===== src/rtl/branch_stat_counter.sv =====
// Retired-branch / taken-branch counters for the two retire lanes, published
// as periodic snapshots so the downstream seven-segment display stays stable.
module branch_stat_counter #(
    parameter int unsigned WIDTH       = 32,
    parameter logic [31:0] SNAP_PERIOD = 32'd1000000,
    parameter bit          SATURATE    = 1'b1
) (
    input  logic             clk,
    input  logic             rstn,
    input  logic [1:0]       i_br_valid,
    input  logic [1:0]       i_br_taken,
    input  logic             i_en,
    input  logic             i_clear,
    output logic [WIDTH-1:0] o_branches_counter,
    output logic [WIDTH-1:0] o_branches_taken_counter,
    output logic             o_snap_stb,
    output logic             o_ovf
);

    localparam int unsigned TW = $clog2(SNAP_PERIOD);
    localparam logic [TW-1:0] TIMER_LAST = TW'(SNAP_PERIOD - 32'd1);

    logic [WIDTH-1:0] cnt_all, cnt_tkn;
    logic [WIDTH-1:0] nxt_all, nxt_tkn;
    logic             nxt_ovf;
    logic [1:0]       inc_all, inc_tkn;
    logic [1:0]       tkn_lanes;
    logic [WIDTH:0]   sum_all, sum_tkn;
    logic [TW-1:0]    timer;

    always_comb begin
        tkn_lanes = i_br_valid & i_br_taken;
        inc_all   = {1'b0, i_br_valid[0]} + {1'b0, i_br_valid[1]};
        inc_tkn   = {1'b0, tkn_lanes[0]} + {1'b0, tkn_lanes[1]};
        sum_all   = {1'b0, cnt_all} + {{(WIDTH-1){1'b0}}, inc_all};
        sum_tkn   = {1'b0, cnt_tkn} + {{(WIDTH-1){1'b0}}, inc_tkn};
    end

    // A carry-out only occurs with a non-zero increment, so an all-ones counter
    // seeing no events neither moves nor flags overflow.
    always_comb begin
        nxt_all = cnt_all;
        nxt_tkn = cnt_tkn;
        nxt_ovf = o_ovf;
        if (i_en) begin
            nxt_all = (SATURATE && sum_all[WIDTH]) ? '1 : sum_all[WIDTH-1:0];
            nxt_tkn = (SATURATE && sum_tkn[WIDTH]) ? '1 : sum_tkn[WIDTH-1:0];
            nxt_ovf = o_ovf | sum_all[WIDTH] | sum_tkn[WIDTH];
        end
    end

    // Snapshots load the next-state values so events in the load cycle are shown.
    always_ff @(posedge clk or negedge rstn) begin
        if (!rstn) begin
            cnt_all                  <= '0;
            cnt_tkn                  <= '0;
            o_ovf                    <= 1'b0;
            timer                    <= '0;
            o_branches_counter       <= '0;
            o_branches_taken_counter <= '0;
            o_snap_stb               <= 1'b0;
        end else if (i_clear) begin
            cnt_all                  <= '0;
            cnt_tkn                  <= '0;
            o_ovf                    <= 1'b0;
            timer                    <= '0;
            o_branches_counter       <= '0;
            o_branches_taken_counter <= '0;
            o_snap_stb               <= 1'b0;
        end else begin
            cnt_all <= nxt_all;
            cnt_tkn <= nxt_tkn;
            o_ovf   <= nxt_ovf;
            if (timer == TIMER_LAST) begin
                timer                    <= '0;
                o_branches_counter       <= nxt_all;
                o_branches_taken_counter <= nxt_tkn;
                o_snap_stb               <= 1'b1;
            end else begin
                timer      <= timer + TW'(1);
                o_snap_stb <= 1'b0;
            end
        end
    end

endmodule


===== config.mk =====
export PLATFORM = sky130hd
export DESIGN_NAME = branch_stat_counter
export DESIGN_NICKNAME = d
export VERILOG_FILES = /design/src/rtl/branch_stat_counter.sv
export SDC_FILE = /design/constraint.sdc
export NUM_CORES = 1
export LEC_CHECK = 0
export BUFFER_PORTS_ARGS = -buffer_cell sky130_fd_sc_hd__buf_2
export CORE_UTILIZATION = 45
export CTS_BUF_LIST = sky130_fd_sc_hd__clkbuf_8
export DETAILED_ROUTE_END_ITERATION = 12
export HOLD_SLACK_MARGIN = 0.08
export SETUP_SLACK_MARGIN = 0.5
export SYNTH_ARGS = -nofsm -noshare
export SYNTH_HDL_FRONTEND = slang
export SYNTH_SLANG_ARGS = --single-unit

===== constraint.sdc =====
create_clock -name clk -period 4.2 [get_ports clk]
set_clock_uncertainty 0.15 [all_clocks]
set_input_delay 0.84 -clock clk [delete_from_list [all_inputs] [get_ports clk]]
set_output_delay 0.84 -clock clk [all_outputs]
set_load 0.01 [all_outputs]

==> reports/qor.yml, run 1 <==
relSlewSlack_pct: 41.1
start_util_pct: 46.7
worst_pin_slew_ns: 0.877
final_area_um2: 8110
drcViolationCount: 0
grt_pass1_vias: 5542
cts_num_sinks: 150
timing_hold_violations_final: 0
status: "finished, final reports clean"
setup_viol: 0
vias: 5710
hpwl_um: 11300
num-fill-cells: 1423
portBuffers: 73
synth_nets: 749
rows: 45
finalWeightedCongestion: 0.852
ys_types: 57
die_w_um: 128
grt_pass1_wl_um: 27800
pre_cts_slack_ns: 0.643
grt_max_degree: 91
wirelength_um: 16700
path_max_fanout: 12
clk_pin_slew_ns: 0.07
min_path_type: "input pin to asynchronous set/reset pin"
track_usage_pct: 21.5
async_flop_share_pct: 100
syn_area_um2: 7180
syn_to_final_growth_pct: 12.9
cts_buffer_depth: 2
place_inst: 984
drv_cap: 0
final_cell_count_no_fill: 1015
setup_tns_ns: 0
cts_tree: "built"
worstPathRequired_ns: 4.41
p_sw_mw: 0.596
synth_top_cells_by_area: "dfrtp_1 (52%), nor2_1 (6.5%), xnor2_1 (4.3%), a211oi_1 (4.0%), and4_1 (2.8%)"
arrival_ns: 3.28
hold_buffers: 0
leakagePower_nw: 3.62
p_clk_share_pct: 43.1
antenna_found_initial: 0
layout.nets: 805
drt_iter0_markers: 409
postSynthCellCount: 736
worst_setup_path_end_kind: "flop"
io_pins: 74
fmax_mhz: 326
cts_buffers: 17
layout_setup_ws_ns: 1.13
synth-edff-count: 0
synth_seq_area_share_pct: 52.2
clk_latency_ns: 0.45
rsz0062_at_grt: "no"
syn_area_per_cell_um2: 9.76
htree_levels: 4
final.period_utilization_pct: 73.1
gr-total-overflow: 0
yosys_register_bits: 150
root_buffer: "clkbuf_8"
vias_per_cell: 5.63
final_antenna_net_count: 0
final_util_pct: 52.8
ys.flop_type: "dfrtp_1"
dr.pass1.iters: 5
max-vdd-ir-drop_mv: 0.181
post_cts_buffers: 0
p_int_mw: 2.11
start_kind: "input pin"
core_um2: 15400
wire_per_inst_um: 16.5
period_minus_slack_ns: 3.07
fp.dieH_um: 128
crit_type: "input pin to flop"
seqPwrFrac_pct: 53.8
dieArea_um2: 16500
swShare_pct: 22.0
n_antenna_cell: 0
synth_top_cell_by_area: "dfrtp_1"
synth_warnings: 0
placed_area_um2: 7690
drv_slew: 0
drive_gt1_share_pct: 15.9
yosysTopAreaCellShare_pct: 52.2
cts.repair.resized: 0
p_comb_share_pct: 3.1
p_per_area_nw_per_um2: 333
[worst max-delay path, cell delays in order]
cell and delay [ns]:
buf_2 0.09, inv_1 0.05, fa_1 0.43, inv_1 0.07, ha_1 0.16, and4_1 0.32, nand2_1 0.08, or4_4 0.54
o21a_1 0.40, a211oi_1 0.30
[metrics by stage]
stage / hold slack (ns) / power (mW)
3_5_place_dp: 0.337 / 1.57
5_1_grt: 0.356 / 2.80
6_report: 0.286 / 2.70
2_1_floorplan: 0.305 / 1.52
4_1_cts: 0.332 / 2.74
3_3_place_gp: 0.332 / 1.57
[power groups by stage]
stage,Sequential [mW],Clock (mW),Combinational [mW]
floorplan,1.48,0,0.0408
global route,1.45,1.25,0.0976
global placement,1.48,0,0.0852
CTS,1.45,1.20,0.0876
finish,1.45,1.17,0.0843
detailed placement,1.48,0,0.0876
[logic make-up after synthesis]
family                     after synthesis  synth area share, %
and+or+nand+nor                        329                 23.0
DFF                                    150                 52.2
muxes                                    7                0.975
adders and majority gates                5                 1.08
xor gates and xnor gates                54                 6.58
AOI/OAI and AO/OA                      133                 12.3
buffers and inverters                   58                 3.76
[synthesized netlist by cell type (2+ instances only)]
library cell	n
o22ai_1	7
or2_1	2
ha_1	3
a21oi_1	38
clkbuf_2	2
xnor2_1	35
buf_1	2
and2_1	7
nor2b_1	3
nand2_1	46
and3_1	14
nor2_1	124
mux2i_1	7
and4_1	23
o21ai_0	17
buf_2	10
o31a_1	2
xor2_1	19
a31oi_1	5
nand3_1	30
nor3_2	4
o32ai_1	2
inv_1	11
dfrtp_1	150
buf_6	3
nand4_1	23
o21a_1	5
a211oi_2	4
fa_1	2
a211oi_1	38
clkbuf_1	28
or3_1	6
o211ai_1	4
nor4_1	9
nor3_1	29
[flip-flops by register name, summed over array words and instances, names as in the netlist]
register                  flops
o_snap_stb                    1
o_ovf                         1
o_branches_counter           32
o_branches_taken_counter     32
timer                        20
cnt_tkn                      32
cnt_all                      32
[worst paths after layout]
check	slack (ns)	end	startpoint	cells after the start
hold / removal	0.29	o_branches_counter[0]	rstn	1
max in group asynchronous	2.81	o_branches_taken_counter[28]	rstn	2
setup reg to reg	1.25	o_branches_counter[6]	timer[0]	6
min in group clk	0.35	timer[0]	timer[0]	1
hold reg to reg	0.35	timer[0]	timer[0]	1
setup / recovery	1.13	o_branches_counter[18]	i_br_valid[0]	10
[routing by layer]
metal	routed length (um)	global-route usage, %	part of all wire [%]	up-vias
li1	-	-	-	2729
met1	7970	30.0	48	2836
met2	7880	33.9	47	122
met3	594	3.83	3.6	23
met4	265	7.54	1.6	0
met5	0	0	0	-
[area by class of cell]
type	count	area [um^2]	share of cell area [%]
Timing Repair Buffer	84	469	5.78
Clock buffer	21	289	3.56
Sequential cell	150	3750	46.3
Clock inverter	10	129	1.59
Inverter	11	41.3	0.509
Tap cell	211	264	3.25
Multi-Input combinational cell	528	3170	39.0
[cell usage in the layout, fill, tap and decap left out, drive strengths merged, types with 6 or more instances in the layout]
master,synthesis,layout
a21oi,38,38
and3,15,15
nor4,9,9
nand2,46,46
nor3,33,33
xor2,19,19
nand3,31,31
inv,11,13
mux2i,7,7
o22ai,7,7
xnor2,35,35
buf,15,84
o21ai,17,17
or3,6,6
clkbuf,30,21
nor2,124,124
and2,7,7
nand4,24,24
a211oi,42,42
and4,23,23
dfrtp,150,150
Power figures use the tool's default switching activity.
==> run 2: changes to the inputs <==
--- a/config.mk
+++ b/config.mk
@@ -10,6 +10,7 @@
 export CTS_BUF_LIST = sky130_fd_sc_hd__clkbuf_8
 export DETAILED_ROUTE_END_ITERATION = 12
 export HOLD_SLACK_MARGIN = 0.08
+export PLACE_DENSITY = 0.66
 export SETUP_SLACK_MARGIN = 0.5
 export SYNTH_ARGS = -nofsm -noshare
 export SYNTH_HDL_FRONTEND = slang
==> constraint.sdc (replaced) <==
create_clock -name clk -period 2.5 [get_ports clk]
set_clock_uncertainty 0.15 [all_clocks]
set_input_delay 0.5 -clock clk [delete_from_list [all_inputs] [get_ports clk]]
set_output_delay 0.5 -clock clk [all_outputs]
set_load 0.01 [all_outputs]
==> reports/qor.yml, run 2 (synthesis results as in run 1) <==
status: "finished with violations"
violations: "setup timing"
final_common_cell: "dfrtp_1"
final_util_pct: 64.6
leakagePower_nw: 4.31
track_usage_pct: 24.0
worst_setup_path_end_kind: "flop"
grt_pass1_wl_um: 30800
p_int_mw: 3.63
antenna_found_initial: 0
cts_buffers: 17
swShare_pct: 23.5
period_minus_slack_ns: 2.62
drive_gt1_share_pct: 39.4
cts_tree: "built"
syn_to_final_growth_pct: 38.2
worstPathRequired_ns: 2.71
hpwl_um: 12200
grt_max_degree: 108
final_cell_mix: "dfrtp_1 (150), nor2_1 (96), buf_2 (71)"
drv_cap: 0
cts_buffer_depth: 2
gr-total-overflow: 0
die_w_um: 128
vias: 6209
hold_ws_ns: 0.368
grt_pass1_vias: 6209
p_clk_share_pct: 44.1
layout_setup_ws_ns: -0.117
core_um2: 15400
p_per_area_nw_per_um2: 477
worst_pin_slew_ns: 0.720
rsz0062_at_grt: "yes"
dieArea_um2: 16500
pre_cts_slack_ns: -0.458
fp.dieH_um: 128
layout.nets: 872
dr.pass1.iters: 4
p_comb_share_pct: 4.4
final.period_utilization_pct: 105
fmax_mhz: 382
wirelength_um: 19600
start_util_pct: 46.7
power_mw: 4.74
wire_per_inst_um: 18.1
crit_type: "flop to flop"
seqPwrFrac_pct: 51.5
path_max_fanout: 6
vias_per_cell: 5.73
relSlewSlack_pct: 51.6
min_path_type: "flop to flop"
rows: 45
drt_iter0_markers: 351
drv_slew: 0
cts_num_sinks: 150
timing_hold_violations_final: 0
io_pins: 74
max-vdd-ir-drop_mv: 0.338
setup_viol: 13
htree_levels: 4
root_buffer: "clkbuf_8"
final_antenna_net_count: 0
finalWeightedCongestion: 0.921
clk_latency_ns: 0.46
clk_pin_slew_ns: 0.08
drcViolationCount: 0
p_sw_mw: 1.11
arrival_ns: 2.83
n_antenna_cell: 0
portBuffers: 73
start_kind: "flop"
==> run 2: cell count changes in the layout (fill, tap and decap cells not counted), sizes merged <==
cell | previous run | this run
clkbuf | 21 | 18
inv | 13 | 14
nand2 | 46 | 49
dlygate4sd3 | 0 | 1
buf | 84 | 147
clkinv | 4 | 5
clkinvlp | 1 | 2
bufinv | 3 | 4
==> run 2: power by group through the flow <==
| stage | Clock [mW] | Sequential, mW | Combinational (mW) |
|---|---|---|---|
| finish | 2.09 | 2.44 | 0.210 |
| global route | 2.22 | 2.44 | 0.235 |
| CTS | 2.13 | 2.44 | 0.195 |
| detailed placement | 0 | 2.49 | 0.173 |
| global placement | 0 | 2.49 | 0.167 |
| floorplan | 0 | 2.49 | 0.0843 |
==> run 2: through the flow <==
step,cells,area (um^2),setup TNS [ns]
after floorplan,736,7620,-1.37
after global placement,1020,8400,-21.69
after detailed placement,1020,8400,-24.20
after CTS,1070,9330,0
after global routing,1083,9930,-3.85
final,1083,9930,-0.656
==> run 2: cell type report <==
type | instances | area, um^2
Sequential cell | 150 | 3750
Clock inverter | 14 | 198
Fill cell | 1164 | 5440
Clock buffer | 18 | 248
Tap cell | 211 | 264
Multi-Input combinational cell | 531 | 4210
Inverter | 11 | 48.8
Timing Repair Buffer | 148 | 1210
==> run 2: worst max-delay path: stages, from the launching register on <==
cell      delay, ns
dfrtp_1        0.37
inv_2          0.04
fa_2           0.37
inv_2          0.08
ha_4           0.12
and4_4         0.24
buf_4          0.11
nand2_2        0.04
or4_4          0.43
o21a_4         0.24
buf_12         0.15
a211oi_4       0.19
==> run 2: final timing paths <==
path / to / from / cells after the start / slack [ns]
max: o_branches_counter[17] / cnt_all[0] / 11 / -0.12
min: o_branches_taken_counter[16] / o_branches_taken_counter[16] / 1 / 0.37
max reg2reg: o_branches_counter[17] / cnt_all[0] / 11 / -0.12
min reg2reg: o_branches_taken_counter[16] / o_branches_taken_counter[16] / 1 / 0.37
max in group asynchronous: cnt_all[16] / rstn / 3 / 1.10
min in group asynchronous: cnt_tkn[3] / rstn / 2 / 0.41
==> run 2: per-layer routing <==
layer | GRT usage [%] | routed length (um)
met4 | 8.72 | 446
met2 | 39.9 | 9980
met5 | 0 | 0
met1 | 31.5 | 8330
met3 | 4.45 | 816
==> run 2: what timing repair did <==
item / in CTS / in global routing
hold buffers: 1 / 0
pin swaps: 23 / 32
cloned: 4 / 2
buffers inserted: 13 / 11
setup endpoints to repair: 149 / 148
resized for setup: 65 / 98
hold endpoints to repair: 47 / 0
==> run 3: changes to the inputs <==
--- a/config.mk
+++ b/config.mk
@@ -6,11 +6,11 @@
 export NUM_CORES = 1
 export LEC_CHECK = 0
 export BUFFER_PORTS_ARGS = -buffer_cell sky130_fd_sc_hd__buf_2
-export CORE_UTILIZATION = 45
+export CORE_UTILIZATION = 55
 export CTS_BUF_LIST = sky130_fd_sc_hd__clkbuf_8
 export DETAILED_ROUTE_END_ITERATION = 12
 export HOLD_SLACK_MARGIN = 0.08
-export PLACE_DENSITY = 0.66
+export PLACE_DENSITY = 0.78
 export SETUP_SLACK_MARGIN = 0.5
 export SYNTH_ARGS = -nofsm -noshare
 export SYNTH_HDL_FRONTEND = slang
==> reports/qor.yml, run 3 (synthesis results as in run 1) <==
max-vdd-ir-drop_mv: 0.393
drv_slew: 0
grt_max_degree: 108
leakagePower_nw: 4.40
gr-total-overflow: 0
seqPwrFrac_pct: 53.3
timing_hold_violations_final: 0
p_comb_share_pct: 4.6
crit_top_cell: "inv_2"
p_clk_share_pct: 42.2
period_minus_slack_ns: 2.57
cp_cell_sequence: "inv_2 -> fa_2 -> inv_2 -> ha_4 -> and4_4 -> nand2_2 -> or4_4 -> o21a_4 -> a211oi_2"
route.met3.wl_um: 1140
max_stage_delay_ns: 0.46
final_cell_mix: "dfrtp_1 (149), nor2_1 (105), buf_2 (71)"
violations: "setup timing"
setup_tns_ns: -0.630
cts_num_sinks: 150
start_kind: "flop"
seqCellArea_um2: 3750
worst_setup_path_end_kind: "flop"
relSlewSlack_pct: 59.7
setup_viol: 16
routed.top_layer: "met4"
num-fill-cells: 790
p_per_area_nw_per_um2: 470
layout.nets: 875
rsz0062_at_grt: "yes"
root_buffer: "clkbuf_8"
grt_pass1_wl_um: 32100
cts_buffer_depth: 2
pre_cts_slack_ns: -0.487
cts_tree: "built"
status: "finished with violations"
final_common_cell: "dfrtp_1"
clk_pin_slew_ns: 0.09
met2_length_um: 10700
vias: 6487
dr.pass1.iters: 5
track_usage_pct: 31.1
wire_per_inst_um: 19.8
dieArea_um2: 13500
crit_slowest_cell: "or4_4"
final_cell_count_no_fill: 1047
wirelength_um: 20700
die_w_um: 116
p_sw_mw: 1.14
antenna_found_initial: 0
path_max_fanout: 6
portBuffers: 73
layout_setup_ws_ns: -0.0688
start_util_pct: 56.7
htree_levels: 4
drt_iter0_markers: 545
arrival_ns: 2.81
p_int_mw: 3.45
syn_to_final_growth_pct: 36.0
drive_gt1_share_pct: 39.4
swShare_pct: 24.8
io_pins: 74
wl_met1_um: 8320
place_inst: 981
hpwl_um: 12200
final_antenna_net_count: 0
worstPathRequired_ns: 2.74
core_um2: 12700
drcViolationCount: 0
vias_per_cell: 6.20
worst_pin_slew_ns: 0.604
clk_latency_ns: 0.47
fp.dieH_um: 116
min_path_type: "input pin to flop"
n_antenna_cell: 0
cts_buffers: 17
drv_cap: 0
grt_pass1_vias: 6352
finalWeightedCongestion: 0.882
rows: 41
final.period_utilization_pct: 103
multi_input_area_um2: 4160
crit_type: "flop to flop"
fmax_mhz: 389
power_mw: 4.59
-- run 3: metal layers --
metal / global-route usage (%) / up-vias
met5: 0 / -
met4: 13.9 / 0
met3: 5.60 / 53
met2: 53.4 / 293
met1: 38.5 / 3265
li1: - / 2876
-- run 3: cell type report --
type                       count  area share (%)
multi-input combinational    530            42.5
inverter                      11           0.499
timing repair buffer         152            12.1
clock inverter                13            1.51
clock buffer                  19            2.68
tap                          172            2.20
sequential                   150            38.4
-- run 3: through the flow --
stage | instance area (um^2) | hold WS, ns | utilization, %
after floorplan | 7620 | 0.0544 | -
after global placement | 8340 | 0.319 | 65.8
after detailed placement | 8340 | 0.327 | 65.8
after CTS | 9360 | 0.348 | 73.9
after global routing | 9770 | 0.367 | 77.1
final | 9770 | 0.358 | 77.1
-- run 3: critical path, delay by kind of cell (launching register included) --
family / cells / cell delay, ns
AOI/OAI and AO/OA: 2 / 0.49
adders and majority gates: 2 / 0.53
buffers and inverters: 2 / 0.14
DFF: 1 / 0.40
and+or+nand+nor: 3 / 0.77
-- run 3: what timing repair did --
action                     4_1_cts  5_1_grt
hold buffers                     1        0
cloned                           4        0
buffers inserted                16       13
pin swaps                       20       18
hold endpoints to repair        48        0
gates resized for setup         93       55
setup endpoints to repair      149      148
-- run 3: path summary, 6_finish.rpt --
kind | from | endpoint | slack (ns) | cells after the start
max in group asynchronous | rstn | cnt_all[19] | 1.13 | 3
worst min-delay path | i_clear | cnt_tkn[30] | 0.36 | 3
worst min register to register | o_branches_counter[22] | o_branches_counter[22] | 0.36 | 1
min in group asynchronous | rstn | cnt_all[0] | 0.39 | 2
worst max register to register | cnt_all[0] | o_branches_counter[17] | -0.07 | 9
worst max-delay path | cnt_all[0] | o_branches_counter[17] | -0.07 | 9
-- run 3: power by group through the flow --
stage / Combinational, mW / Sequential [mW] / Clock [mW]
floorplan: 0.0843 / 2.49 / 0
global placement: 0.163 / 2.49 / 0
detailed placement: 0.170 / 2.49 / 0
CTS: 0.195 / 2.44 / 1.94
global route: 0.230 / 2.45 / 2.05
finish: 0.209 / 2.44 / 1.94
